==> src/rtl/cpu_pkg.sv <==
`default_nettype none
// ============================================================================
// Module      : cpu_pkg
// Description : Shared widths, opcode constants and fetch-state encoding for
//               the 8-bit multicycle CPU.
// Revision    : 1.0 - initial release
// ============================================================================
package cpu_pkg;

  localparam int PC_W    = 8;
  localparam int INSTR_W = 8;

  localparam logic [1:0] OP_ADD = 2'b00;
  localparam logic [1:0] OP_LW  = 2'b01;
  localparam logic [1:0] OP_SW  = 2'b10;
  localparam logic [1:0] OP_J   = 2'b11;

  typedef enum logic [1:0] {
    IDLE  = 2'd0,
    FETCH = 2'd1,
    HOLD  = 2'd2
  } fetch_state_t;

endpackage
`default_nettype wire

==> src/rtl/instr_field_split.sv <==
`default_nettype none
// ============================================================================
// Module      : instr_field_split
// Description : Purely combinational split of an instruction word into its
//               op / rs / rt / imm(rd) fields. Shared with decode.
// Revision    : 1.0 - initial release
// ============================================================================
module instr_field_split
  import cpu_pkg::*;
(
  input  logic [INSTR_W-1:0] i_instr,
  output logic [1:0]         o_op,
  output logic [1:0]         o_rs,
  output logic [1:0]         o_rt,
  output logic [1:0]         o_imm
);

  // Fixed field positions: op[7:6] rs[5:4] rt[3:2] imm/rd[1:0]
  always_comb begin
    o_op  = i_instr[7:6];
    o_rs  = i_instr[5:4];
    o_rt  = i_instr[3:2];
    o_imm = i_instr[1:0];
  end

endmodule
`default_nettype wire

==> src/rtl/instr_fetch.sv <==
`default_nettype none
// ============================================================================
// Module      : instr_fetch
// Description : Fetch stage. Holds the PC, issues req/ack reads to instruction
//               memory, latches the returned word into the instruction
//               register and hands it to decode with valid/ready. Accepts
//               redirects from execute, including while a read is in flight.
// Revision    : 1.0 - initial release
// ============================================================================
module instr_fetch #(
  parameter int              PC_W     = 8,
  parameter int              INSTR_W  = 8,
  parameter logic [PC_W-1:0] RESET_PC = '0
) (
  input  logic               clk,
  input  logic               reset,
  input  logic               halt,
  output logic               imem_req,
  output logic [PC_W-1:0]    imem_addr,
  input  logic [INSTR_W-1:0] imem_rdata,
  input  logic               imem_ack,
  input  logic               redirect,
  input  logic [PC_W-1:0]    redirect_pc,
  output logic               out_valid,
  input  logic               out_ready,
  output logic [INSTR_W-1:0] out_instr,
  output logic [PC_W-1:0]    out_pc,
  output logic [1:0]         out_op,
  output logic [1:0]         out_rs,
  output logic [1:0]         out_rt,
  output logic [1:0]         out_imm
);
  import cpu_pkg::*;

  fetch_state_t       r_state, w_state_nxt;
  logic [PC_W-1:0]    r_pc, w_pc_nxt;
  logic [PC_W-1:0]    r_req_addr, w_req_addr_nxt;
  logic               r_drop, w_drop_nxt;
  logic [INSTR_W-1:0] r_out_instr, w_out_instr_nxt;
  logic [PC_W-1:0]    r_out_pc, w_out_pc_nxt;

  // State and datapath registers; reset is asynchronous so imem_req and
  // out_valid (both decoded from state) fall immediately
  always_ff @(posedge clk or posedge reset) begin
    if (reset) begin
      r_state     <= IDLE;
      r_pc        <= RESET_PC;
      r_req_addr  <= '0;
      r_drop      <= 1'b0;
      r_out_instr <= '0;
      r_out_pc    <= '0;
    end else begin
      r_state     <= w_state_nxt;
      r_pc        <= w_pc_nxt;
      r_req_addr  <= w_req_addr_nxt;
      r_drop      <= w_drop_nxt;
      r_out_instr <= w_out_instr_nxt;
      r_out_pc    <= w_out_pc_nxt;
    end
  end

  // Next-state and next-datapath decision; everything holds by default
  always_comb begin
    w_state_nxt     = r_state;
    w_pc_nxt        = r_pc;
    w_req_addr_nxt  = r_req_addr;
    w_drop_nxt      = r_drop;
    w_out_instr_nxt = r_out_instr;
    w_out_pc_nxt    = r_out_pc;
    case (r_state)
      IDLE: begin
        if (redirect) begin
          w_pc_nxt = redirect_pc;
        end
        if (!halt) begin
          w_state_nxt    = FETCH;
          // A same-cycle redirect must steer this very fetch
          w_req_addr_nxt = redirect ? redirect_pc : r_pc;
        end
      end
      FETCH: begin
        if (imem_ack) begin
          if (redirect) begin
            // Returned word belongs to the old path: drop it, restart at target
            w_pc_nxt       = redirect_pc;
            w_req_addr_nxt = redirect_pc;
            w_drop_nxt     = 1'b0;
          end else if (r_drop) begin
            // Completion of a request orphaned by an earlier redirect
            w_drop_nxt     = 1'b0;
            w_req_addr_nxt = r_pc;
          end else begin
            w_out_instr_nxt = imem_rdata;
            w_out_pc_nxt    = r_req_addr;
            w_pc_nxt        = r_req_addr + PC_W'(1);
            w_state_nxt     = HOLD;
          end
        end else if (redirect) begin
          // Request in flight cannot be withdrawn; remember to discard it
          w_pc_nxt   = redirect_pc;
          w_drop_nxt = 1'b1;
        end
      end
      HOLD: begin
        if (redirect) begin
          // Squash the held instruction even if decode accepts it this cycle
          w_pc_nxt       = redirect_pc;
          w_req_addr_nxt = redirect_pc;
          w_state_nxt    = halt ? IDLE : FETCH;
        end else if (out_ready) begin
          w_req_addr_nxt = r_pc;
          w_state_nxt    = halt ? IDLE : FETCH;
        end
      end
      default: begin
        w_state_nxt = IDLE;
      end
    endcase
  end

  // Handshake outputs decoded straight from registered state
  always_comb begin
    imem_req  = (r_state == FETCH);
    imem_addr = r_req_addr;
    out_valid = (r_state == HOLD);
    out_instr = r_out_instr;
    out_pc    = r_out_pc;
  end

  instr_field_split u_split (
    .i_instr (r_out_instr),
    .o_op    (out_op),
    .o_rs    (out_rs),
    .o_rt    (out_rt),
    .o_imm   (out_imm)
  );

endmodule
`default_nettype wire

==> config.mk <==
export PLATFORM = sky130hd
export DESIGN_NAME = instr_fetch
export DESIGN_NICKNAME = d
export VERILOG_FILES = /design/src/rtl/cpu_pkg.sv /design/src/rtl/instr_field_split.sv /design/src/rtl/instr_fetch.sv
export SDC_FILE = /design/constraint.sdc
export NUM_CORES = 1
export LEC_CHECK = 0
export BUFFER_PORTS_ARGS = -buffer_cell sky130_fd_sc_hd__buf_4
export CORE_MARGIN = 8
export CORE_UTILIZATION = 38
export DETAILED_ROUTE_END_ITERATION = 8
export GPL_ROUTABILITY_DRIVEN = 0
export PLACE_DENSITY = 0.66
export REMOVE_ABC_BUFFERS = 1
export SYNTH_ARGS = -nofsm -noshare
export SYNTH_HDL_FRONTEND = slang
export SYNTH_HIERARCHICAL = 1
export SYNTH_SLANG_ARGS = --single-unit
==> constraint.sdc <==
create_clock -name clk -period 2.8 [get_ports clk]
set_clock_uncertainty 0.15 [all_clocks]
set_input_delay 0.56 -clock clk [delete_from_list [all_inputs] [get_ports clk]]
set_output_delay 0.56 -clock clk [all_outputs]
set_load 0.03 [all_outputs]
Yosys cells after proc, flatten, opt, wreduce, memory -nomap -nowiden
Cells that the tools add are included.
{"block": "totals", "reg_bits": 35, "output_inout_bits": 34}
{"block": "classes", "n_eq_ne": 9, "bitwise_logic": 2, "n_reduce_logical": 10, "addsub": 1, "mux": 22}
{"operator": "$mux W8", "count": 10}
{"operator": "$pmux W8 S3", "count": 1}
{"operator": "$pmux W8 S2", "count": 1}
{"operator": "$mux W2", "count": 6}
{"operator": "$reduce_and A5 Y1", "count": 2}
{"operator": "$add A8 B1 Y8 const B", "count": 1}
{"operator": "$ne A2 B2 Y1 const B", "count": 3}
{"operator": "$pmux W2 S3", "count": 1}
{"operator": "$ne A4 B4 Y1 const B", "count": 1}
{"operator": "$reduce_and A2 Y1", "count": 2}
{"operator": "$reduce_and A4 Y1", "count": 1}
{"operator": "$reduce_bool A2 Y1", "count": 2}
{"operator": "$mux W1", "count": 3}
{"operator": "$ne A3 B1 Y1 const B", "count": 1}
{"operator": "$ne A3 B2 Y1 const B", "count": 1}
{"operator": "$reduce_bool A3 Y1", "count": 1}
{"operator": "$eq A2 B1 Y1 const B", "count": 1}
{"operator": "$eq A2 B2 Y1 const B", "count": 1}
{"operator": "$logic_not A2 Y1", "count": 1}
{"operator": "$ne A2 B1 Y1 const B", "count": 1}
{"operator": "$not A1 Y1", "count": 2}
{"operator": "$reduce_or A2 Y1", "count": 1}

Longest topological paths before layout
Gate-level depths: netlist (run 1).
{"block": "depth", "word_depth": 5, "depth_mapped": 6, "depth_no_buf": 4}

Hierarchy
The synthesis (run 1) kept the hierarchy.
{"module": "instr_fetch", "n_inst": 1, "cells_per_inst": 151, "area_each_um2": 1734.2, "seq_area_each_um2": 875.8}
{"module": "instr_field_split", "n_inst": 1, "cells_per_inst": 8, "area_each_um2": 60.1, "seq_area_each_um2": 0.0}

Least setup slack after synthesis (run 1)
OpenSTA, ideal clock, no wires.
{"block": "synth_path", "path_type": "input to register", "from": "in redirect", "to": "reg r_out_pc[0], in the netlist out_pc[0]", "path_slack_ns": 1.041, "cell_stages": 4, "path_buffers": 2, "t_arrival_ns": 1.481, "cell_sequence": "buf_4 -> nor3_4 -> buf_4 -> mux2_1"}
{"block": "synth_between", "elab_chain_len": 2}
{"element": "start: declaration", "line": "instr_fetch.sv:22", "source": "input logic redirect,"}
{"element": "$not A1 Y1 (no line)"}
{"element": "$reduce_and A4 Y1 (no line)"}
{"element": "end signal: assignment", "line": "instr_fetch.sv:58", "source": "r_out_pc <= w_out_pc_nxt;"}
{"element": "end: declaration", "line": "instr_fetch.sv:40", "source": "logic [PC_W-1:0] r_out_pc, w_out_pc_nxt;"}
No other way between the ends.
A chain may end at the register's enable or synchronous reset.

Worst setup path after layout (run 1)
{"block": "layout_path", "from": "reg r_state[0]", "to": "out imem_req"}
{"block": "layout_between", "elab_chain_len": 1}
{"element": "start: declaration", "line": "instr_fetch.sv:35", "source": "fetch_state_t r_state, w_state_nxt;"}
{"element": "start signal: assignment", "line": "instr_fetch.sv:53", "source": "r_state <= w_state_nxt;"}
{"element": "$eq A2 B1 Y1", "line": "instr_fetch.sv:123", "source": "imem_req = (r_state == FETCH);"}
{"element": "end: declaration", "line": "instr_fetch.sv:18", "source": "output logic imem_req,"}
No other way between the ends.

==> impl_table.tex, run 1 <==
\begin{tabular}{lr}
\hline
Metric & Value \\
\hline
\multicolumn{2}{l}{\textbf{Critical path}} \\
Kind of cell with the highest combined delay on the critical path & flip-flops \\
Launching point of the worst reg2reg path & r\_state[0]\$\_DFFE\_PP0P\_ \\
Slowest stage delay, CP & 570 ps \\
Required time worst endpoint & 2090 ps \\
Critical path buffer and inverter count & 1 \\
Source of the critical timing path & r\_state[0]\$\_DFFE\_PP0P\_ \\
Capture point of the worst reg-to-reg path & out\_pc[4]\$\_DFFE\_PP0P\_ \\
Maximum fanout along the worst path & 9 \\
Worst setup path class & flip-flop to output pin \\
Series of cell instances along the critical path & nor2b\_1, buf\_4 \\
Worst reg-to-reg setup slack & 950 ps \\
FF-to-FF path depth & 4 \\
Critical path capture point type & output pin \\
Type of origin of the critical path & flip-flop \\
Arrival time of the worst setup path & 1280 ps \\
Cell with the largest stage delay on the worst path & sky130\_fd\_sc\_hd\_\_dfrtp\_1 \\
\multicolumn{2}{l}{\textbf{Yosys}} \\
Number of warning messages in the yosys log & 6 \\
Cell accounting for the most synthesized area & sky130\_fd\_sc\_hd\_\_dfrtp\_1 \\
Area share of the largest cell type after synthesis & 48.81\% \\
Async set or reset register ratio after synthesis & 100.0\% \\
Predominant post-synthesis flop cell & sky130\_fd\_sc\_hd\_\_dfrtp\_1 \\
Most common cell in the netlist & sky130\_fd\_sc\_hd\_\_dfrtp\_1 \\
Post-synthesis cell area & 1794 sq um \\
Adder and majority cell fraction of the synthesized area & 0.6974\% \\
Compound-gate portion of the synthesized area & 13.32\% \\
Xor-xnor portion of the synthesized cell area & 2.929\% \\
Number of instances in the synthesized netlist & 159 \\
Most frequent cells after synthesis & 35 x sky130\_fd\_sc\_hd\_\_dfrtp\_1, 16 x sky130\_fd\_sc\_hd\_\_nor2\_1, 13 x sky130\_fd\_sc\_hd\_\_mux2\_1 \\
Combinational family with the most area after synthesis & multiplexers \\
Number of flip-flops and latches in the synthesized netlist & 35 \\
Count of distinct cell types in the synthesized netlist & 38 \\
Sequential share of the synthesized area & 48.81\% \\
Synthesized-area fraction occupied by and/or/nand/nor cells & 12.90\% \\
Average size of a mapped cell & 11.28 sq um \\
Number of synthesized flops with an enable pin & 0 \\
Synth top area cells & sky130\_fd\_sc\_hd\_\_dfrtp\_1 49\%, sky130\_fd\_sc\_hd\_\_mux2\_1 8.2\%, sky130\_fd\_sc\_hd\_\_buf\_4 5.0\%, sky130\_fd\_sc\_hd\_\_mux2i\_1 3.9\%, sky130\_fd\_sc\_hd\_\_nor2\_1 3.3\% \\
Fraction of synthesized area in multiplexers & 13.95\% \\
\multicolumn{2}{l}{\textbf{Global routing}} \\
Global Route Usage Sum & 11.89\% \\
Largest net degree at the start of global routing & 36 \\
Remaining Overflow, GRT & 0 \\
Vias in the first global route & 1,405 \\
Wire length of the first global-routing pass & 6.920 mm \\
Initial antenna violation count & 0 \\
\multicolumn{2}{l}{\textbf{Die}} \\
Initial core utilization & 38.76\% \\
Core outline area & 4629 sq um \\
Num ports & 56 \\
Die area & 7177 sq um \\
Vertical die dimension & 84.72 microns \\
Number of placement rows & 25 \\
Chip width & 84.72 microns \\
\multicolumn{2}{l}{\textbf{STA}} \\
Part of the cycle the worst path needs & 71.12\% \\
Final setup viols & 0 \\
Post-layout min period & 1991 ps \\
Unrepaired setup endpoints after global routing & no \\
Worst slew slack as a fraction of its limit & 54.18\% \\
Final hold viol count & 0 \\
Final WS setup & 808.6 ps \\
Setup TNS & 0 ps \\
Final count of pins violating max slew & 0 \\
Maximum clock frequency & 502.2 MHz \\
Tightest Pin Transition & 687.3 ps \\
\multicolumn{2}{l}{\textbf{Drt}} \\
Average vias per placed instance & 5.186 \\
Drt initial violations & 75 \\
Total Wirelength & 4.109 mm \\
Count of unresolved DRC violations after routing & 0 \\
Number of vias in the routed layout & 1,364 \\
Remaining antenna violation count & 0 \\
Post-detailed-route wirelength per cell & 15.62 microns \\
First-pass detailed-route iteration total & 4 \\
\multicolumn{2}{l}{\textbf{Job}} \\
Count of max-cap constraint violations & 0 \\
\multicolumn{2}{l}{\textbf{Place}} \\
DP Wirelength & 2.922 mm \\
Placed cell count & 255 \\
Worst slack after detailed placement & 732.3 ps \\
Count of port buffers added during placement & 55 \\
Standard cell area after detailed placement & 2180 sq um \\
\multicolumn{2}{l}{\textbf{Clock network}} \\
Quantity of hold-fixing buffers added after cts & 0 \\
Total of cells resized after clock tree synthesis & 0 \\
Root buffer cell & sky130\_fd\_sc\_hd\_\_clkbuf\_8 \\
Clock input transition at the sequential cells of the worst setup and hold paths & 70 ps \\
Number of buffers inserted to repair setup after CTS & 0 \\
Max Buffers Root-to-Sink & 2 \\
Clock network latency to the later pin of the worst-skew pair & 280 ps \\
H-tree depth & 2 \\
TritonCTS clock tree & yes \\
TritonCTS Sinks & 35 \\
Num CTS Buffers & 5 \\
\multicolumn{2}{l}{\textbf{Final layout}} \\
P\&R area growth vs syn & 26.22\% \\
Number of antenna cells inserted & 0 \\
Final cell area excluding filler cells & 2265 sq um \\
Non-filler cells in the finished layout & 263 \\
Fillers & 429 \\
Share of cells above drive strength 1 & 35.41\% \\
Final nets & 231 \\
\multicolumn{2}{l}{\textbf{Pwr}} \\
Worst vdd rail ir drop & 781.7 uV \\
Leakage power of the design & 1.049 nW \\
Power density cells & 1270 nW/um\^{}2 \\
Tot Pwr & 0.002876 W \\
\multicolumn{2}{l}{\textbf{Outcome}} \\
Result of the run & finished, final reports clean \\
\multicolumn{2}{l}{\textbf{Worst hold path}} \\
Tightest Hold Check Type & primary input to asynchronous set/reset pin \\
\hline
\end{tabular}
-- how the worst max path moves through the flow --
stage                               endpoint  slack (ps)  cells past startpoint
finish                              imem_req         810                      2
global route                        imem_req         740                      2
CTS                                 imem_req         790                      2
detailed placement  imem_addr[0]$_DFFE_PP0P_         730                      5
global placement    imem_addr[1]$_DFFE_PP0P_         760                      5
floorplan           out_instr[7]$_DFFE_PP0P_         880                      3
-- tightest hold or removal path, cell delays in order --
cell                    delay, ps
sky130_fd_sc_hd__buf_4        110
sky130_fd_sc_hd__inv_1         40
sky130_fd_sc_hd__buf_4        380
-- layer usage --
metal / track usage [%] / share of wire [%] / vias up
li1: - / - / 652
met1: 14.24 / 47 / 647
met2: 17.04 / 41 / 58
met3: 6.732 / 11 / 7
met4: 4.854 / 1.3 / 0
met5: 0 / 0 / -
-- power by group --
part	internal [W]	switching [W]
registers	0.000748	0.000255
clock network	0.000174	0.000180
logic	0.000618	0.000901
total	0.00154	0.00134
-- metrics by stage --
step | hold WS [ps] | utilization (%)
floorplan | 321.7 | -
global placement | 320.3 | 47.08
detailed placement | 328.1 | 47.08
CTS | 230.4 | 48.92
global route | 251.0 | 48.92
finish | 225.0 | 48.92
-- placed cells by master, fill, tap and decap left out, types with 2 or more instances in the layout --
cell                       synthesis  final
sky130_fd_sc_hd__o21ai_1           2      2
sky130_fd_sc_hd__dfrtp_1          35     35
sky130_fd_sc_hd__o21ai_0           3      3
sky130_fd_sc_hd__mux2_1           13     13
sky130_fd_sc_hd__xnor2_1           2      2
sky130_fd_sc_hd__a21oi_2           2      2
sky130_fd_sc_hd__a221o_1           3      3
sky130_fd_sc_hd__nand3_1           5      5
sky130_fd_sc_hd__nor3_1            2      2
sky130_fd_sc_hd__clkbuf_8          0      5
sky130_fd_sc_hd__buf_4            12     57
sky130_fd_sc_hd__inv_1             6      6
sky130_fd_sc_hd__nor2_1           16     16
sky130_fd_sc_hd__nand2b_1          2      2
sky130_fd_sc_hd__mux2i_1           7      7
sky130_fd_sc_hd__a21oi_1          11     11
sky130_fd_sc_hd__nor2b_1           4      4
sky130_fd_sc_hd__xor2_1            4      4
sky130_fd_sc_hd__a221oi_1          2      2
sky130_fd_sc_hd__and3_1            2      2
sky130_fd_sc_hd__nand2_1           6      6
sky130_fd_sc_hd__mux2_2            3      3
-- cell families (layout without fill, tap and decap cells) --
kind of cell | after synthesis | count (layout)
flops | 35 | 35
fa+ha+maj | 1 | 1
compound gates | 31 | 31
buf+inv | 21 | 71
mux | 23 | 23
simple gates | 42 | 42
xor+xnor | 6 | 6
-- final cells by class --
class	instances	area, sq um	area share, %
Clock buffer	6	72.57	3.204
Clock inverter	2	12.51	0.5525
Inverter	6	22.52	0.9945
Multi-Input combinational cell	103	785.8	34.70
Sequential cell	35	875.8	38.67
Tap cell	54	67.56	2.983
Timing Repair Buffer	57	427.9	18.90
-- state kept, by name, summed over array words and instances, names as in the netlist --
register,count
imem_addr,8
out_instr,8
out_pc,8
r_drop,1
r_pc,8
r_state,2
Note: power is estimated with default switching activity, not from simulation.
==> run 2, diff against run 1 <==
--- a/config.mk
+++ b/config.mk
@@ -5,12 +5,13 @@
 export SDC_FILE = /design/constraint.sdc
 export NUM_CORES = 1
 export LEC_CHECK = 0
+export ABC_AREA = 1
 export BUFFER_PORTS_ARGS = -buffer_cell sky130_fd_sc_hd__buf_4
 export CORE_MARGIN = 8
 export CORE_UTILIZATION = 38
 export DETAILED_ROUTE_END_ITERATION = 8
 export GPL_ROUTABILITY_DRIVEN = 0
-export PLACE_DENSITY = 0.66
+export PLACE_DENSITY = 0.68
 export REMOVE_ABC_BUFFERS = 1
 export SYNTH_ARGS = -nofsm -noshare
 export SYNTH_HDL_FRONTEND = slang
==> constraint.sdc (replaced) <==
create_clock -name clk -period 1.8 [get_ports clk]
set_clock_uncertainty 0.15 [all_clocks]
set_input_delay 0.36 -clock clk [delete_from_list [all_inputs] [get_ports clk]]
set_output_delay 0.36 -clock clk [all_outputs]
set_load 0.03 [all_outputs]
==> run 2 against run 1 <==
Against the previous run: via count up 25%; critical path depth increased by 2; area after synthesis is 4.8% higher; cell count increased by 44%; sequential share of layout area is 2.8 points lower; flip-flop and latch count unchanged; routed wire length rose by 6.5%; worst setup slack got worse by 620 ps; count of clock-buffer cells in the layout stayed put; non-clock buffer count is 3 higher; critical path type unchanged.
==> impl_table.tex, run 2 <==
\begin{tabular}{lr}
\hline
Metric & Value \\
\hline
\multicolumn{2}{l}{\textbf{Yosys}} \\
Compound-gate portion of the synthesized area & 11.38\% (-1.9 points) \\
Count of distinct cell types in the synthesized netlist & 22 (-42\%) \\
Number of flip-flops and latches in the synthesized netlist & 35 (unchanged) \\
Xor-xnor portion of the synthesized cell area & 0.9315\% (-2.0 points) \\
Cell accounting for the most synthesized area & sky130\_fd\_sc\_hd\_\_dfrtp\_1 \\
Predominant post-synthesis flop cell & sky130\_fd\_sc\_hd\_\_dfrtp\_1 \\
Sequential share of the synthesized area & 46.57\% (-2.2 points) \\
Fraction of synthesized area in multiplexers & 0\% (-14 points) \\
Number of synthesized flops with an enable pin & 0 (unchanged) \\
Number of warning messages in the yosys log & 6 (unchanged) \\
Synthesized-area fraction occupied by and/or/nand/nor cells & 27.15\% (+14 points) \\
Area share of the largest cell type after synthesis & 46.57\% (-2.2 points) \\
Most frequent cells after synthesis & 95 x sky130\_fd\_sc\_hd\_\_nand2\_1, 37 x sky130\_fd\_sc\_hd\_\_inv\_1, 35 x sky130\_fd\_sc\_hd\_\_dfrtp\_1 \\
Combinational family with the most area after synthesis & simple AND/OR/NAND/NOR gates \\
Average size of a mapped cell & 7.261 sq um (-36\%) \\
Most common cell in the netlist & sky130\_fd\_sc\_hd\_\_nand2\_1 \\
Number of instances in the synthesized netlist & 259 (+63\%) \\
Synth top area cells & sky130\_fd\_sc\_hd\_\_dfrtp\_1 47\%, sky130\_fd\_sc\_hd\_\_nand2\_1 19\%, sky130\_fd\_sc\_hd\_\_inv\_1 7.4\%, sky130\_fd\_sc\_hd\_\_o21ai\_0 6.1\%, sky130\_fd\_sc\_hd\_\_buf\_4 4.0\% \\
Adder and majority cell fraction of the synthesized area & 0.6653\% (-0.032 points) \\
Post-synthesis cell area & 1881 sq um (+4.8\%) \\
Async set or reset register ratio after synthesis & 100.0\% (unchanged) \\
\multicolumn{2}{l}{\textbf{STA}} \\
Final setup viols & 0 (unchanged) \\
Maximum clock frequency & 621.5 MHz \\
Final count of pins violating max slew & 0 (unchanged) \\
Part of the cycle the worst path needs & 89.38\% \\
Worst slew slack as a fraction of its limit & 71.35\% (+17 points) \\
Final hold viol count & 0 (unchanged) \\
Unrepaired setup endpoints after global routing & no \\
Post-layout min period & 1609 ps \\
Hold\_ws & 29.85 ps (-195.1 ps) \\
Tightest Pin Transition & 429.8 ps (-257.5 ps) \\
Setup TNS & 0 ps (unchanged) \\
\multicolumn{2}{l}{\textbf{Place}} \\
DP Wirelength & 3.414 mm (+17\%) \\
Count of port buffers added during placement & 55 (unchanged) \\
\multicolumn{2}{l}{\textbf{Clock network}} \\
Root buffer cell & sky130\_fd\_sc\_hd\_\_clkbuf\_8 \\
Clock network latency to the later pin of the worst-skew pair & 280 ps (about the same) \\
TritonCTS clock tree & yes \\
Total of cells resized after clock tree synthesis & 0 (unchanged) \\
H-tree depth & 2 (unchanged) \\
Clock input transition at the sequential cells of the worst setup and hold paths & 70 ps (about the same) \\
Num CTS Buffers & 5 (unchanged) \\
TritonCTS Sinks & 35 (unchanged) \\
Max Buffers Root-to-Sink & 2 (unchanged) \\
Number of buffers inserted to repair setup after CTS & 0 (unchanged) \\
Quantity of hold-fixing buffers added after cts & 0 (unchanged) \\
\multicolumn{2}{l}{\textbf{Global routing}} \\
Global Route Usage Sum & 12.68\% (+0.78 points) \\
Most congested layer reported by global routing & met2 \\
Wire length of the first global-routing pass & 7.624 mm (+10\%) \\
Initial antenna violation count & 0 (unchanged) \\
Vias in the first global route & 1,694 (+21\%) \\
Fraction of met3 tracks used by global routing & 3.781\% (-3.0 points) \\
Remaining Overflow, GRT & 0 (unchanged) \\
Largest net degree at the start of global routing & 36 (unchanged) \\
Met2 demand-to-capacity share in global routing & 20.42\% (+3.4 points) \\
Met1 layer usage reported by global route & 14.69\% (+0.45 points) \\
\multicolumn{2}{l}{\textbf{Critical path}} \\
Most repeated library cell on the critical path & sky130\_fd\_sc\_hd\_\_inv\_1 \\
Worst reg-to-reg setup slack & 350 ps (-600 ps) \\
Series of cell instances along the critical path & inv\_1, nand2\_1, inv\_1, buf\_4 \\
Slowest stage delay, CP & 410 ps (-160 ps) \\
Required time worst endpoint & 1290 ps (-800 ps) \\
Type of origin of the critical path & flip-flop \\
Capture point of the worst reg-to-reg path & imem\_addr[7]\$\_DFFE\_PP0P\_ \\
FF-to-FF path depth & 8 (+4) \\
Critical path capture point type & output pin \\
Cell with the largest stage delay on the worst path & sky130\_fd\_sc\_hd\_\_dfrtp\_1 \\
Arrival time of the worst setup path & 1100 ps (-180 ps) \\
Maximum fanout along the worst path & 4 (-5) \\
Launching point of the worst reg2reg path & r\_state[1]\$\_DFFE\_PP0P\_ \\
Worst setup path class & flip-flop to output pin \\
\multicolumn{2}{l}{\textbf{Drt}} \\
Post-detailed-route wirelength per cell & 11.58 microns (-26\%) \\
Remaining antenna violation count & 0 (unchanged) \\
Count of unresolved DRC violations after routing & 0 (unchanged) \\
First-pass detailed-route iteration total & 4 (unchanged) \\
Drt initial violations & 129 (+72\%) \\
Total Wirelength & 4.376 mm (+6.5\%) \\
Number of vias in the routed layout & 1,704 (+25\%) \\
Average vias per placed instance & 4.508 (-13\%) \\
\multicolumn{2}{l}{\textbf{Worst hold path}} \\
Tightest Hold Check Type & primary input to asynchronous set/reset pin \\
\multicolumn{2}{l}{\textbf{Die}} \\
Die area & 7455 sq um (+3.9\%) \\
Num ports & 56 (unchanged) \\
Chip width & 86.35 microns (+1.9\%) \\
Core outline area & 4755 sq um (+2.7\%) \\
Vertical die dimension & 86.35 microns (+1.9\%) \\
Number of placement rows & 25 (unchanged) \\
Initial core utilization & 39.55\% (+0.80 points) \\
\multicolumn{2}{l}{\textbf{Final layout}} \\
P\&R area growth vs syn & 29.81\% \\
Most frequent standard cell in the layout excluding fill and tap cells & sky130\_fd\_sc\_hd\_\_nand2\_1 \\
Share of cells above drive strength 1 & 25.40\% (-10 points) \\
Number of antenna cells inserted & 0 (unchanged) \\
Final nets & 333 (+44\%) \\
Most frequent cells in the layout & 95 x sky130\_fd\_sc\_hd\_\_nand2\_1, 59 x sky130\_fd\_sc\_hd\_\_buf\_4, 37 x sky130\_fd\_sc\_hd\_\_inv\_1 \\
Fillers & 477 (+11\%) \\
\multicolumn{2}{l}{\textbf{Pwr}} \\
Net switching power of the design & 0.002099 W (+57\%) \\
Leakage power of the design & 1.379 nW (+32\%) \\
Worst vdd rail ir drop & 566.4 uV (-28\%) \\
P\_int & 0.002463 W (+60\%) \\
Fraction of power consumed by combinational cells & 52.2\% (-0.6 points) \\
Clk network pwr share & 15.8\% (+3.5 points) \\
Switching share of power & 46.01\% (-0.46 points) \\
Power density cells & 1869 nW/um\^{}2 (+47\%) \\
Sequential fraction of design power & 32.0\% (-2.9 points) \\
\multicolumn{2}{l}{\textbf{Job}} \\
Count of max-cap constraint violations & 0 (unchanged) \\
\multicolumn{2}{l}{\textbf{Outcome}} \\
Result of the run & finished, final reports clean \\
\hline
\end{tabular}
-- run 2: cell types whose count changed in the layout (fill, tap and decap cells not counted), sizes merged, moves of 4 or more --
cell	before	now
inv	6	39
mux2	16	0
mux2i	7	0
nand2	6	97
nand3	5	11
nor2b	4	0
o21ai	5	24
-- run 2: stage by stage --
step	instance area, sq um	total power (W)	setup slack (ps)	utilization [%]	std cells
4_1_cts	2441	0.004609	179.0	51.34	378
3_3_place_gp	2323	0.003831	268.6	48.87	370
5_1_grt	2441	0.004936	121.2	51.34	378
6_report	2441	0.004562	191.1	51.34	378
3_5_place_dp	2323	0.003875	213.0	48.87	370
2_1_floorplan	1777	0.002939	184.2	-	243
-- run 2: worst max-delay path by stage --
stage / start / end / slack, ps / depth (start not counted)
floorplan: r_state[1]$_DFFE_PP0P_ / out_instr[0]$_DFFE_PP0P_ / 180 / 6
global placement: redirect / r_pc[3]$_DFFE_PP0P_ / 270 / 8
detailed placement: redirect / r_pc[4]$_DFFE_PP0P_ / 210 / 8
CTS: r_state[1]$_DFFE_PP0P_ / imem_req / 180 / 4
global route: r_state[1]$_DFFE_PP0P_ / imem_req / 120 / 4
finish: r_state[1]$_DFFE_PP0P_ / imem_req / 190 / 4
-- run 2: cell families (layout without fill, tap and decap cells) --
family | count (synthesis) | count (layout)
flops | 35 | 35
fa+ha+maj | 1 | 1
buf+inv | 55 | 107
compound gates | 41 | 41
simple gates | 125 | 125
xor+xnor | 2 | 2
-- run 2: critical path: cells and delay by family (launching register included) --
kind / cells / cell delay, ps
simple gates: 1 / 80
buf+inv: 3 / 330
flops: 1 / 410
-- run 2: power by group through the flow --
stage / Combinational [W] / Clock (W) / Sequential [W]
floorplan: 0.000844 / 0 / 0.00209
global placement: 0.00238 / 0 / 0.00145
detailed placement: 0.00241 / 0 / 0.00147
CTS: 0.00241 / 0.000739 / 0.00146
global route: 0.00265 / 0.000779 / 0.00151
finish: 0.00238 / 0.000722 / 0.00146
-- run 2: cell type report --
type	count	area [sq um]	share of cell area, %
sequential	35	875.8	35.88
multi-input combinational	169	754.5	30.91
timing repair buffer	60	462.9	18.96
inverter	39	146.4	5.997
tap	67	83.83	3.434
clock buffer	6	82.58	3.383
clock inverter	2	35.03	1.435
-- run 2: routing by layer --
layer	vias up	wire, microns
li1	883	-
met1	752	2032
met5	-	0
met4	0	93
met3	7	353
met2	62	1898
